`config.mk`:
```
export PLATFORM = sky130hd
export DESIGN_NAME = run_controller
export DESIGN_NICKNAME = d
export VERILOG_FILES = /design/src/rtl/run_ctrl_pkg.sv /design/src/rtl/cycle_counter.sv /design/src/rtl/run_controller.sv
export SDC_FILE = /design/constraint.sdc
export NUM_CORES = 1
export LEC_CHECK = 0
export CAP_MARGIN = 20
export CELL_PAD_IN_SITES_DETAIL_PLACEMENT = 0
export CELL_PAD_IN_SITES_GLOBAL_PLACEMENT = 2
export CORE_ASPECT_RATIO = 0.5
export CORE_UTILIZATION = 31
export DETAILED_ROUTE_END_ITERATION = 12
export GPL_ROUTABILITY_DRIVEN = 0
export PLACE_DENSITY = 0.89
export SYNTH_ARGS = -nofsm -noshare
export SYNTH_HDL_FRONTEND = slang
export SYNTH_HIERARCHICAL = 1
export SYNTH_SLANG_ARGS = --single-unit
```
`constraint.sdc`:
```
create_clock -name clk -period 2 [get_ports clk]
set_input_delay 0.5 -clock clk [delete_from_list [all_inputs] [get_ports clk]]
set_output_delay 0.5 -clock clk [all_outputs]
set_load 0.01 [all_outputs]
```
`src/rtl/run_ctrl_pkg.sv`:
```
// Shared types and constants for the run-control sequencer of the 9-bit processor.
package run_ctrl_pkg;

    typedef enum logic [1:0] {
        IDLE   = 2'd0,
        ARMED  = 2'd1,
        RUN    = 2'd2,
        FINISH = 2'd3
    } run_state_e;

    localparam logic [8:0] NOP_INSTR           = 9'b1_0000_0000;
    localparam int         DEFAULT_CNT_W       = 16;
    localparam int         DEFAULT_CYCLE_LIMIT = 4096;

    // PC is held (zeroed or frozen) in every state except RUN.
    function automatic logic holds_pc(input run_state_e st);
        return (st != RUN);
    endfunction

endpackage

```
`src/rtl/cycle_counter.sv`:
```
// Cycle counter with synchronous clear, count enable and terminal-count compare.
module cycle_counter #(
    parameter int CNT_W    = 16,
    parameter int TERMINAL = 4095
) (
    input  logic             clk,
    input  logic             reset,
    input  logic             clear,
    input  logic             enable,
    output logic [CNT_W-1:0] count,
    output logic             at_terminal
);

    localparam logic [CNT_W-1:0] TERMINAL_C = CNT_W'(TERMINAL);
    localparam logic [CNT_W-1:0] ONE_C      = CNT_W'(1);

    logic [CNT_W-1:0] count_r;

    // Count register: clear has priority over enable.
    always_ff @(posedge clk or posedge reset) begin
        if (reset) begin
            count_r <= '0;
        end else if (clear) begin
            count_r <= '0;
        end else if (enable) begin
            count_r <= count_r + ONE_C;
        end else begin
            count_r <= count_r;
        end
    end

    assign count       = count_r;
    assign at_terminal = (count_r == TERMINAL_C);

endmodule

```
`src/rtl/run_controller.sv`:
```
// Run-control sequencer: start/ack handshake, issue gating, PC hold and cycle watchdog.
module run_controller
    import run_ctrl_pkg::*;
#(
    parameter int CNT_W       = DEFAULT_CNT_W,
    parameter int CYCLE_LIMIT = DEFAULT_CYCLE_LIMIT
) (
    input  logic             clk,
    input  logic             reset,
    input  logic             start,
    input  logic             done,
    output logic             run_en,
    output logic             pc_hold,
    output logic             ack,
    output logic             timeout,
    output logic [CNT_W-1:0] cycle_count
);

    run_state_e state_r;
    run_state_e state_next_s;
    logic       ack_r;
    logic       ack_next_s;
    logic       timeout_r;
    logic       timeout_next_s;
    logic       run_en_r;
    logic       pc_hold_r;
    logic       cnt_clear_s;
    logic       cnt_enable_s;
    logic       cnt_terminal_s;

    // The terminal compare fires on the last allowed RUN cycle, so the
    // counter stops at CYCLE_LIMIT and can never wrap.
    cycle_counter #(
        .CNT_W    (CNT_W),
        .TERMINAL (CYCLE_LIMIT - 1)
    ) u_cycle_counter (
        .clk         (clk),
        .reset       (reset),
        .clear       (cnt_clear_s),
        .enable      (cnt_enable_s),
        .count       (cycle_count),
        .at_terminal (cnt_terminal_s)
    );

    // Next-state, handshake flag and counter control decode.
    always_comb begin
        state_next_s   = state_r;
        ack_next_s     = ack_r;
        timeout_next_s = timeout_r;
        cnt_clear_s    = 1'b0;
        cnt_enable_s   = 1'b0;
        case (state_r)
            IDLE: begin
                if (start) begin
                    state_next_s = ARMED;
                end else begin
                    state_next_s = IDLE;
                end
            end
            ARMED: begin
                if (!start) begin
                    state_next_s = RUN;
                    cnt_clear_s  = 1'b1;
                end else begin
                    state_next_s = ARMED;
                end
            end
            RUN: begin
                cnt_enable_s = 1'b1;
                // done takes precedence over the watchdog in the same cycle
                if (done) begin
                    state_next_s   = FINISH;
                    ack_next_s     = 1'b1;
                    timeout_next_s = 1'b0;
                end else if (cnt_terminal_s) begin
                    state_next_s   = FINISH;
                    ack_next_s     = 1'b1;
                    timeout_next_s = 1'b1;
                end else begin
                    state_next_s = RUN;
                end
            end
            FINISH: begin
                if (start) begin
                    state_next_s   = ARMED;
                    ack_next_s     = 1'b0;
                    timeout_next_s = 1'b0;
                end else begin
                    state_next_s = FINISH;
                end
            end
            default: begin
                state_next_s   = IDLE;
                ack_next_s     = 1'b0;
                timeout_next_s = 1'b0;
            end
        endcase
    end

    // State and output registers; run_en/pc_hold are decoded from the next
    // state so they stay aligned with state_r.
    always_ff @(posedge clk or posedge reset) begin
        if (reset) begin
            state_r   <= IDLE;
            ack_r     <= 1'b0;
            timeout_r <= 1'b0;
            run_en_r  <= 1'b0;
            pc_hold_r <= 1'b1;
        end else begin
            state_r   <= state_next_s;
            ack_r     <= ack_next_s;
            timeout_r <= timeout_next_s;
            run_en_r  <= (state_next_s == RUN);
            pc_hold_r <= holds_pc(state_next_s);
        end
    end

    assign run_en  = run_en_r;
    assign pc_hold = pc_hold_r;
    assign ack     = ack_r;
    assign timeout = timeout_r;

endmodule
```
==> results of run 1 <==
[logic make-up (layout without fill, tap and decap cells)]
group	after synthesis	after routing
xor+xnor	11	11
simple gates	56	56
flops	22	22
fa+ha+maj	1	1
buf+inv	9	42
mux	5	5
compound gates	7	7
[cell type report]
type	instances	share of cell area (%)
Tap cell	51	4.13
Multi-Input combinational cell	80	35.4
Timing Repair Buffer	34	20.2
Clock buffer	4	3.56
Inverter	4	0.972
Sequential cell	22	35.7
[flip-flops by register name, indices dropped and copies added (netlist names)]
name                   flops
ack                        1
run_en                     1
timeout                    1
pc_hold                    1
state_r                    2
u_cycle_counter/count     16
[worst max-delay path: stages]
cell and delay (ps):
clkdlybuf4s50_1 490, nor3_4 190, nor2_1 90, and4bb_4 360, nand3_2 100, mux2_4 300
[worst paths after layout]
| path | depth (start not counted) | start | endpoint | slack, ps |
|---|---|---|---|---|
| worst max-delay path | 6 | start | u_cycle_counter/count[15]$_DFFE_PP0P_ | 110 |
| worst min-delay path | 2 | reset | run_en$_DFF_PP0_ | 480 |
| worst max register to register | 6 | state_r[0]$_DFF_PP0_ | u_cycle_counter/count[15]$_DFFE_PP0P_ | 210 |
| worst min register to register | 2 | ack$_DFFE_PP0P_ | ack$_DFFE_PP0P_ | 510 |
| max in group asynchronous | 3 | reset | u_cycle_counter/count[5]$_DFFE_PP0P_ | 1250 |
| min in group clk | 2 | ack$_DFFE_PP0P_ | ack$_DFFE_PP0P_ | 510 |
[power breakdown]
group          internal (uW)  leakage [uW]  switching [uW]
logic                    129      0.000381             112
registers                488      0.000294            44.3
clock network            175     0.0000288             135
total                    792      0.000704             291
[metrics by stage]
step	total power [uW]	area, sq um	TNS, ps	worst slack, ps
2_1_floorplan	653	1130	0	164
3_3_place_gp	775	1480	-1450	-206
3_5_place_dp	780	1480	-1730	-226
4_1_cts	1100	1540	0	33.4
5_1_grt	1150	1550	0	17.3
6_report	1080	1550	0	114
[routing by layer]
| layer | routed length [um] | share of wire (%) | track usage [%] |
|---|---|---|---|
| met1 | 1180 | 52 | 18.2 |
| met2 | 1020 | 45 | 18.4 |
| met3 | 60 | 2.7 | 3.92 |
| met4 | 8 | 0.35 | 2.95 |
| met5 | 0 | 0 | 0 |
[cell usage in the layout, fill, tap and decap left out, types with 4 or more instances in the layout]
| master | Yosys | layout |
|---|---|---|
| clkdlybuf4s50_1 | 0 | 23 |
| o21ai_0 | 4 | 4 |
| clkbuf_8 | 0 | 4 |
| dfrtp_1 | 21 | 21 |
| nor2_1 | 21 | 21 |
| buf_4 | 1 | 11 |
| nor2b_1 | 4 | 4 |
| nand2_1 | 6 | 6 |
| xor2_1 | 8 | 8 |
| nand4_1 | 7 | 7 |
[timing repair]
item                       CTS  global route
hold endpoints to repair     0             0
setup endpoints to repair    0             8
resized for setup            0             1
==> impl_metrics.sql, run 1 <==
INSERT INTO impl_metrics (metric_group, metric, value, unit) VALUES
('run_status', 'run_status', 'completed', ''),
('logic_synthesis', 'netlist_top_cells_count', 'dfrtp_1 (21), nor2_1 (21), xor2_1 (8)', ''),
('critical_path', 'crit_arrival', '2030', 'ps'),
('critical_path', 'critical_path.max_fanout', '4', ''),
('logic_synthesis', 'synth.avg_cell_area', '10.1', 'sq um'),
('final_layout', 'antenna_cells', '0', ''),
('placement', 'dp_cells', '191', ''),
('clock_tree', 'cts_h_tree_depth', '1', ''),
('logic_synthesis', 'synth.yosys.warnings', '6', ''),
('clock_tree', 'clock-sinks', '22', ''),
('floorplan', 'design.die.area', '3890', 'sq um'),
('placement', 'post-dp-hpwl', '1.66', 'mm'),
('timing', 'final_period_util', '94.3', '%'),
('final_layout', 'fin_util', '44.7', '%'),
('timing', 'setup_violations', '0', ''),
('logic_synthesis', 'synthesis.instances', '111', ''),
('detailed_routing', 'detail_route.wirelength', '2.26', 'mm'),
('floorplan', 'floorplan.core_area', '3450', 'sq um'),
('final_layout', 'finalNonFillerCells', '195', ''),
('pwr', 'power.leakage', '0.000704', 'uW'),
('detailed_routing', 'drt_pass1_iterations', '4', ''),
('detailed_routing', 'route.detailed.wl_per_inst', '11.6', 'um'),
('clock_tree', 'cts.path.max_buffers', '2', ''),
('detailed_routing', 'vias_per_cell', '4.52', ''),
('logic_synthesis', 'post_synth_fa_ha_maj_area_fraction', '1.11', '%'),
('pwr', 'areal_power_density_over_the_cells', '701', 'nW/um^2'),
('critical_path', 'timing.critical_path.to_type', 'flop', ''),
('timing', 'worst_slew_margin_rel', '81.3', '%'),
('detailed_routing', 'drt_drc_violations_left', '0', ''),
('logic_synthesis', 'post_synth_num_cell_types', '32', ''),
('floorplan', 'rows', '15', ''),
('global_routing', 'globalRouteTotalUtil', '12.6', '%'),
('floorplan', 'floorplan.die.width', '87.2', 'um'),
('timing', 'tightestPinTransition', '281', 'ps'),
('logic_synthesis', 'synthesis.nets', '116', ''),
('logic_synthesis', 'synth_sequential_area_ratio', '49.0', '%'),
('detailed_routing', 'route.antenna.remaining_nets', '0', ''),
('logic_synthesis', 'post-synth-top-area-fraction', '46.7', '%'),
('logic_synthesis', 'synth_flop_cell', 'dfrtp_1', ''),
('logic_synthesis', 'synth_mux_area_share', '5.89', '%'),
('timing', 'rsz0062_at_grt', 'false', ''),
('logic_synthesis', 'largest_area_contributor_in_the_netlist', 'dfrtp_1', ''),
('global_routing', 'grt_max_degree', '21', ''),
('pwr', 'highest_ir_drop_seen_on_vdd', '242', 'uV'),
('hold_path', 'holdCritPathClass', 'input port to asynchronous set/reset pin', ''),
('clock_tree', 'post-cts-setup-buffers', '0', ''),
('timing', 'timing.final.hold_violations', '0', ''),
('timing', 'finalCriticalPeriod', '1890', 'ps'),
('clock_tree', 'cts_root_buf', 'clkbuf_8', ''),
('floorplan', 'num_io_pins', '24', ''),
('critical_path', 'worst_ep_required_time', '2150', 'ps'),
('logic_synthesis', 'post_synth_xor_area_fraction', '8.56', '%'),
('logic_synthesis', 'synth_compound_gate_area_share', '3.89', '%'),
('logic_synthesis', 'synth_top_cells_by_area', 'dfrtp_1 (47%), nor2_1 (7.0%), xor2_1 (6.2%), mux2_4 (4.0%), nand4_1 (3.9%)', ''),
('clock_tree', 'numCtsBuffers', '3', ''),
('global_routing', 'grt_pass1_wl', '3.61', 'mm'),
('job', 'timing.max_cap.violations', '0', ''),
('final_layout', 'seqCellArea', '552', 'sq um'),
('logic_synthesis', 'synth-edff-count', '0', ''),
('timing', 'worst_clock_skew', '2.23', 'ps'),
('logic_synthesis', 'synthesis.area', '1130', 'sq um'),
('timing', 'max_freq', '530', 'MHz'),
('detailed_routing', 'detail_route.iter0.violations', '43', ''),
('global_routing', 'antenna_found_initial', '0', ''),
('timing', 'maxSlewViolCount', '0', ''),
('clock_tree', 'cts.hold.buffers_added', '0', ''),
('logic_synthesis', 'synth_top_family_by_area', 'simple AND/OR/NAND/NOR gates', ''),
('floorplan', 'die_h', '44.6', 'um'),
('placement', 'io_buffer_count', '23', ''),
('critical_path', 'path_class', 'input port to flop', ''),
('final_layout', 'multi_input_area', '547', 'sq um');
Power figures use the tool's default switching activity.
==> inputs of run 2 (changes only) <==
- ABC_AREA: default -> 1
- CORE_UTILIZATION: 31 -> 29
==> run 2 against run 1 <==
Net effect:
- routed wire length grew 20%
- cell count grew 23%
- setup slack gained 86 ps
- die area grew 14%
- critical endpoint is now cycle_count[2]
==> impl_metrics.sql, run 2 <==
INSERT INTO impl_metrics (metric_group, metric, value, unit) VALUES
('critical_path', 'source_of_the_critical_timing_path', 'u_cycle_counter/count[2]$_DFFE_PP0P_', ''),
('critical_path', 'r2r_setup_slack', '340', 'ps'),
('clock_tree', 'clock-sinks', '22', ''),
('logic_synthesis', 'synth_top_cells_by_area', 'dfrtp_1 (44%), nand2_1 (11%), inv_1 (7.2%), nor2_1 (6.2%), nor2_4 (5.6%)', ''),
('final_layout', 'finalNonFillerCells', '239', ''),
('global_routing', 'vias_in_the_first_global_route', '967', ''),
('timing', 'worst_clock_skew', '0.489', 'ps'),
('critical_path', 'worstPathCellList', 'clkdlybuf4s50_1', ''),
('detailed_routing', 'drt_drc_violations_left', '0', ''),
('pwr', 'seq_power_share', '49.0', '%'),
('timing', 'timing.final.hold_violations', '0', ''),
('logic_synthesis', 'synthesis.instances', '153', ''),
('hold_path', 'holdCritPathClass', 'input port to asynchronous set/reset pin', ''),
('timing', 'max_freq', '555', 'MHz'),
('logic_synthesis', 'synth.avg_cell_area', '7.89', 'sq um'),
('global_routing', 'antenna_found_initial', '0', ''),
('detailed_routing', 'drt_pass1_iterations', '6', ''),
('critical_path', 'cp.buffers_inverters', '1', ''),
('floorplan', 'die_h', '47.6', 'um'),
('logic_synthesis', 'synthesis.area', '1210', 'sq um'),
('final_layout', 'mostFrequentLayoutCells', 'nand2_1 (34), inv_1 (23), clkdlybuf4s50_1 (23), dfrtp_1 (21), nor2_1 (20)', ''),
('timing', 'final_period_util', '90.0', '%'),
('clock_tree', 'cts_tree', 'yes', ''),
('critical_path', 'critical-path-slowest-cell', 'clkdlybuf4s50_1', ''),
('pwr', 'highest_ir_drop_seen_on_vdd', '307', 'uV'),
('pwr', 'intPower', '766', 'uW'),
('final_layout', 'antenna_cells', '0', ''),
('floorplan', 'num_io_pins', '24', ''),
('detailed_routing', 'route.antenna.remaining_nets', '0', ''),
('floorplan', 'rows', '16', ''),
('critical_path', 'slowest_delay', '580', 'ps'),
('critical_path', 'reg2reg_to', 'timeout$_DFFE_PP0P_', ''),
('detailed_routing', 'vias_per_cell', '4.32', ''),
('logic_synthesis', 'netlist_top_cells_count', 'nand2_1 (34), inv_1 (23), dfrtp_1 (21)', ''),
('timing', 'setup_total_negative_slack', '0', 'ps'),
('critical_path', 'crit_path_start_kind', 'flop', ''),
('logic_synthesis', 'synth.yosys.warnings', '6', ''),
('clock_tree', 'cts.hold.buffers_added', '0', ''),
('pwr', 'areal_power_density_over_the_cells', '693', 'nW/um^2'),
('logic_synthesis', 'simple_logic_cell_fraction_of_the_synthesized_area', '35.4', '%'),
('run_status', 'run_status', 'completed', ''),
('critical_path', 'critical_path.reg2reg.startpoint', 'u_cycle_counter/count[0]$_DFFE_PP0P_', ''),
('logic_synthesis', 'synthesis.nets', '158', ''),
('clock_tree', 'post-cts-setup-buffers', '0', ''),
('pwr', 'clock_power_share', '25.9', '%'),
('critical_path', 'critPathTopFamily', 'buffers and inverters', ''),
('timing', 'rsz0062_at_grt', 'false', ''),
('critical_path', 'timing.critical_path.to_type', 'primary output', ''),
('critical_path', 'path_class', 'flop to primary output', ''),
('timing', 'setup_violations', '0', ''),
('global_routing', 'grt_max_degree', '17', ''),
('floorplan', 'design.die.area', '4440', 'sq um'),
('critical_path', 'critical_path_cell_count', '1', ''),
('floorplan', 'floorplan.initialDensity', '30.6', '%'),
('floorplan', 'floorplan.core_area', '3940', 'sq um'),
('pwr', 'power.net_switching', '335', 'uW'),
('logic_synthesis', 'synth_sequential_area_ratio', '45.7', '%'),
('placement', 'post-dp-hpwl', '2.08', 'mm'),
('detailed_routing', 'route.detailed.wl_per_inst', '11.4', 'um'),
('floorplan', 'floorplan.die.width', '93.3', 'um'),
('critical_path', 'crit_arrival', '1300', 'ps'),
('pwr', 'power.leakage', '0.000729', 'uW'),
('clock_tree', 'cts.path.max_buffers', '2', ''),
('logic_synthesis', 'synth_top_family_by_area', 'simple AND/OR/NAND/NOR gates', ''),
('logic_synthesis', 'synth-edff-count', '0', ''),
('logic_synthesis', 'post_synth_num_cell_types', '25', ''),
('pwr', 'power.share.switching', '30.4', '%'),
('final_layout', 'flip_flop_count_of_the_largest_register_all_copies_and_words_added', '16', ''),
('clock_tree', 'clk_pin_slew_worst_paths', '80', 'ps'),
('final_layout', 'drive_gt1_share', '17.3', '%'),
('final_layout', 'final_common_cell', 'nand2_1', ''),
('global_routing', 'grt_pass1_wl', '4.63', 'mm'),
('timing', 'worst_slew_margin_rel', '79.5', '%'),
('clock_tree', 'cts.repair.resized', '0', ''),
('critical_path', 'endpoint', 'cycle_count[2]', ''),
('placement', 'io_buffer_count', '23', ''),
('timing', 'hold_ws', '478', 'ps'),
('logic_synthesis', 'synth_most_common_cell', 'nand2_1', ''),
('logic_synthesis', 'synth_compound_gate_area_share', '8.91', '%'),
('global_routing', 'grt_overflow', '0', ''),
('clock_tree', 'cts_root_buf', 'clkbuf_8', ''),
('detailed_routing', 'detail_route.wirelength', '2.72', 'mm'),
('final_layout', 'layout.nets', '191', ''),
('logic_synthesis', 'synth.ff_latch_count', '22', ''),
('critical_path', 'worst_r2r_path_depth', '9', ''),
('logic_synthesis', 'post_synth_fa_ha_maj_area_fraction', '1.04', '%'),
('pwr', 'totalPowerFinal', '1100', 'uW'),
('clock_tree', 'numCtsBuffers', '3', ''),
('logic_synthesis', 'largest_area_contributor_in_the_netlist', 'dfrtp_1', ''),
('clock_tree', 'clock_latency', '260', 'ps'),
('timing', 'maxSlewViolCount', '0', ''),
('logic_synthesis', 'synth_mux_area_share', '0', '%'),
('detailed_routing', 'vias', '1033', ''),
('final_layout', 'layout-area-overhead-vs-synth', '31.7', '%'),
('pwr', 'combinationalPowerShare', '25.1', '%'),
('critical_path', 'critical_path.max_fanout', '6', ''),
('logic_synthesis', 'post-synth-top-area-fraction', '43.5', '%'),
('job', 'timing.max_cap.violations', '0', ''),
('logic_synthesis', 'asyncSetResetFlopFracSynth', '100', '%'),
('placement', 'dp_cells', '235', ''),
('logic_synthesis', 'synth_flop_cell', 'dfrtp_1', ''),
('timing', 'tightestPinTransition', '305', 'ps'),
('detailed_routing', 'detail_route.iter0.violations', '35', ''),
('critical_path', 'worst_ep_required_time', '1500', 'ps'),
('logic_synthesis', 'post_synth_xor_area_fraction', '0.725', '%'),
('clock_tree', 'cts_h_tree_depth', '1', ''),
('timing', 'finalCriticalPeriod', '1800', 'ps'),
('global_routing', 'globalRouteTotalUtil', '14.0', '%');
## run 2: worst min path at each step
stage / from / to / slack, ps / depth (start not counted)
2_1_floorplan: reset / ack$_DFFE_PP0P_ / 290 / 1
3_3_place_gp: ack$_DFFE_PP0P_ / ack$_DFFE_PP0P_ / 460 / 2
3_5_place_dp: ack$_DFFE_PP0P_ / ack$_DFFE_PP0P_ / 480 / 2
4_1_cts: reset / state_r[1]$_DFF_PP0_ / 480 / 2
5_1_grt: reset / state_r[1]$_DFF_PP0_ / 510 / 2
6_report: reset / timeout$_DFFE_PP0P_ / 480 / 2
## run 2: power groups by stage
stage,clock network (uW),registers [uW],logic [uW]
2_1_floorplan,0,559,137
3_3_place_gp,0,548,277
3_5_place_dp,0,550,277
4_1_cts,298,542,280
5_1_grt,317,549,313
6_report,286,540,276
## run 2: metal layers
metal	GRT usage, %	vias to the layer above	share of wire (%)
met3	3.81	0	3.1
met5	0	-	0
met2	21.8	16	43
met1	20.1	473	54
met4	1.85	0	0
li1	-	544	-
## run 2: area by class of cell
type / instances / area (sq um)
fill: 391 / 2350
multi-input combinational: 105 / 557
sequential: 22 / 552
timing repair buffer: 29 / 275
inverter: 25 / 93.8
tap: 54 / 67.6
clock buffer: 4 / 45.0
## run 2: cell families after synthesis
family	Yosys count
AO/OA/AOI/OAI	18
XOR/XNOR	1
adder cells (fa/ha/maj)	1
buffers and inverters	26
flip-flops	22
AND/OR/NAND/NOR	85
## run 2: per-stage QoR
step	util (%)	area, sq um	setup slack [ps]
6_report	40.3	1590	199
5_1_grt	40.3	1590	71.0
3_3_place_gp	39.2	1550	7.61
3_5_place_dp	39.2	1550	-15.9
4_1_cts	40.3	1590	184
2_1_floorplan	-	1210	412
==> inputs of run 3 (changes only) <==
- CORE_UTILIZATION: 29 -> 26
- CTS_BUF_LIST: default -> sky130_fd_sc_hd__clkbuf_8 sky130_fd_sc_hd__clkbuf_16
- PLACE_DENSITY: 0.89 -> 0.85
- clock period: 2 -> 1.52 ns (I/O delays scaled with it)
==> run 3 against run 2 <==
Net effect:
- critical endpoint is now timeout$_DFFE_PP0P_
- register-to-register slack worse by 290 ps
- clock skew is 7.7 ps higher
- non-clock buffer count is 22 higher
- die area is 11% higher
- first-iteration DRC count is 37% lower
- combinational power is 43% higher
- critical path type is now flop to flop
==> impl_metrics.sql, run 3 (synthesis gave the netlist of run 2 again) <==
INSERT INTO impl_metrics (metric_group, metric, value, unit) VALUES
('timing', 'finalCriticalPeriod', '1470', 'ps'),
('run_status', 'run_status', 'completed', ''),
('clock_tree', 'numCtsBuffers', '3', ''),
('floorplan', 'die_h', '50.2', 'um'),
('detailed_routing', 'detail_route.wirelength', '2.95', 'mm'),
('floorplan', 'rows', '17', ''),
('final_layout', 'final_common_cell', 'nand2_1', ''),
('global_routing', 'grt_overflow', '0', ''),
('job', 'timing.max_cap.violations', '0', ''),
('clock_tree', 'cts.path.max_buffers', '2', ''),
('critical_path', 'reg2reg_to', 'timeout$_DFFE_PP0P_', ''),
('floorplan', 'num_io_pins', '24', ''),
('critical_path', 'path_class', 'flop to flop', ''),
('clock_tree', 'clock-sinks', '22', ''),
('global_routing', 'antenna_found_initial', '0', ''),
('pwr', 'intPower', '1010', 'uW'),
('final_layout', 'flip_flop_count_of_the_largest_register_all_copies_and_words_added', '16', ''),
('timing', 'hold_ws', '357', 'ps'),
('global_routing', 'grt_max_degree', '17', ''),
('timing', 'rsz0062_at_grt', 'true', ''),
('global_routing', 'vias_in_the_first_global_route', '1062', ''),
('clock_tree', 'clk_pin_slew_worst_paths', '80', 'ps'),
('clock_tree', 'cts_root_buf', 'clkbuf_8', ''),
('critical_path', 'worst_r2r_path_depth', '9', ''),
('global_routing', 'globalRouteTotalUtil', '12.8', '%'),
('clock_tree', 'clock_latency', '260', 'ps'),
('timing', 'maxSlewViolCount', '0', ''),
('detailed_routing', 'vias', '1116', ''),
('floorplan', 'design.die.area', '4940', 'sq um'),
('detailed_routing', 'route.detailed.wl_per_inst', '11.2', 'um'),
('pwr', 'totalPowerFinal', '1450', 'uW'),
('timing', 'final_period_util', '96.6', '%'),
('critical_path', 'critPathTopFamily', 'simple AND/OR/NAND/NOR gates', ''),
('floorplan', 'floorplan.die.width', '98.4', 'um'),
('placement', 'post-place-ws', '-371', 'ps'),
('final_layout', 'antenna_cells', '0', ''),
('pwr', 'power.net_switching', '447', 'uW'),
('critical_path', 'crit_arrival', '1620', 'ps'),
('floorplan', 'floorplan.core_area', '4420', 'sq um'),
('placement', 'io_buffer_count', '23', ''),
('clock_tree', 'cts_h_tree_depth', '1', ''),
('final_layout', 'drive_gt1_share', '29.5', '%'),
('critical_path', 'r2r_setup_slack', '50', 'ps'),
('critical_path', 'cpMostUsedCell', 'nand2_1', ''),
('timing', 'max_freq', '681', 'MHz'),
('clock_tree', 'cts.hold.buffers_added', '0', ''),
('floorplan', 'floorplan.initialDensity', '27.3', '%'),
('hold_path', 'holdCritPathClass', 'input port to asynchronous set/reset pin', ''),
('pwr', 'clock_power_share', '25.4', '%'),
('critical_path', 'slowest_delay', '400', 'ps'),
('critical_path', 'critical-path-slowest-cell', 'dfrtp_1', ''),
('detailed_routing', 'drt_pass1_iterations', '6', ''),
('placement', 'post-dp-hpwl', '2.22', 'mm'),
('critical_path', 'cp.buffers_inverters', '2', ''),
('timing', 'timing.final.hold_violations', '0', ''),
('pwr', 'highest_ir_drop_seen_on_vdd', '335', 'uV'),
('final_layout', 'nFillCells', '473', ''),
('detailed_routing', 'detail_route.iter0.violations', '22', ''),
('critical_path', 'crit_path_start_kind', 'flop', ''),
('detailed_routing', 'vias_per_cell', '4.23', ''),
('final_layout', 'layout.nets', '213', ''),
('placement', 'dp_cells', '254', ''),
('pwr', 'power.leakage', '0.000957', 'uW'),
('timing', 'final_critical_path_setup_slack', '52.0', 'ps'),
('critical_path', 'worstPathCellList', 'nor4_2 -> buf_4 -> nand3b_1 -> nor2_2 -> inv_1 -> nand2_1 -> nand2_1 -> nand3_1 -> nand2_1', ''),
('clock_tree', 'cts_tree', 'yes', ''),
('pwr', 'areal_power_density_over_the_cells', '818', 'nW/um^2'),
('final_layout', 'layout-area-overhead-vs-synth', '47.1', '%'),
('final_layout', 'mostFrequentLayoutCells', 'nand2_1 (33), buf_4 (28), inv_1 (24), dfrtp_1 (19), dlygate4sd2_1 (19)', ''),
('pwr', 'seq_power_share', '47.5', '%'),
('global_routing', 'grt_pass1_wl', '4.87', 'mm'),
('placement', 'postPlaceCellArea', '1670', 'sq um'),
('detailed_routing', 'drt_drc_violations_left', '0', ''),
('timing', 'worst_slew_margin_rel', '81.9', '%'),
('critical_path', 'critical_path.max_fanout', '3', ''),
('detailed_routing', 'route.antenna.remaining_nets', '0', ''),
('final_layout', 'finalNonFillerCells', '264', ''),
('final_layout', 'multi_input_area', '593', 'sq um'),
('critical_path', 'worst_ep_required_time', '1670', 'ps'),
('final_layout', 'postLayoutCellArea', '1780', 'sq um'),
('pwr', 'combinationalPowerShare', '27.1', '%'),
('pwr', 'power.share.switching', '30.8', '%'),
('critical_path', 'timing.critical_path.to_type', 'flop', ''),
('timing', 'worst_clock_skew', '8.16', 'ps'),
('critical_path', 'critical_path.reg2reg.startpoint', 'u_cycle_counter/count[12]$_DFFE_PP0P_', ''),
('timing', 'tightestPinTransition', '271', 'ps'),
('timing', 'setup_violations', '0', ''),
('final_layout', 'seqCellArea', '554', 'sq um');
==> run 3: cell count changes in the layout (fill, tap and decap cells not counted), sizes merged <==
cell,before,now
buf,6,28
clkdlybuf4s50,23,2
dlygate4sd2,0,19
clkbuf,4,3
clkdlybuf4s15,0,1
dlymetal6s2s,0,1
inv,25,26
==> run 3: power by group through the flow <==
stage          sequential (uW)  combinational [uW]  clock, uW
3_5_place_dp               704                 432          0
2_1_floorplan              736                 180          0
4_1_cts                    690                 402        387
3_3_place_gp               702                 429          0
6_report                   690                 394        369
5_1_grt                    700                 441        413
==> run 3: worst max-delay path by stage <==
stage | from | slack [ps] | cells past startpoint | to
CTS | state_r[0]$_DFF_PP0_ | 0.4 | 10 | u_cycle_counter/count[15]$_DFFE_PP0P_
floorplan | u_cycle_counter/count[0]$_DFFE_PP0P_ | 20 | 9 | timeout$_DFFE_PP0P_
finish | u_cycle_counter/count[12]$_DFFE_PP0P_ | 50 | 9 | timeout$_DFFE_PP0P_
global route | u_cycle_counter/count[12]$_DFFE_PP0P_ | -60 | 9 | timeout$_DFFE_PP0P_
global placement | start | -360 | 11 | u_cycle_counter/count[5]$_DFFE_PP0P_
detailed placement | start | -370 | 11 | u_cycle_counter/count[5]$_DFFE_PP0P_
==> run 3: stage by stage <==
stage	util, %	TNS, ps
floorplan	-	0
global placement	37.7	-4350
detailed placement	37.7	-4400
CTS	39.5	0
global route	40.2	-112
finish	40.2	0
==> run 3: layer usage <==
| layer | track usage, % | vias to the layer above | part of all wire [%] |
|---|---|---|---|
| met2 | 21.9 | 11 | 46 |
| met4 | 1.49 | 0 | 0 |
| li1 | - | 591 | - |
| met3 | 3.90 | 0 | 3.7 |
| met1 | 16.6 | 514 | 51 |
| met5 | 0 | - | 0 |
==> run 3: layout make-up <==
type / instances / share of cell area, %
repair buffers: 51 / 23.6
flip-flops and latches: 22 / 31.2
well taps: 57 / 4.01
multi-input cells: 105 / 33.4
inverters: 25 / 5.28
clock inverters: 1 / 0.211
clock buffers: 3 / 2.32
==> run 3: timing repair <==
action,in CTS,in global routing
endpoints found under the setup margin,31,18
resized for setup,23,10
pin swaps,3,4
buffers inserted,6,0
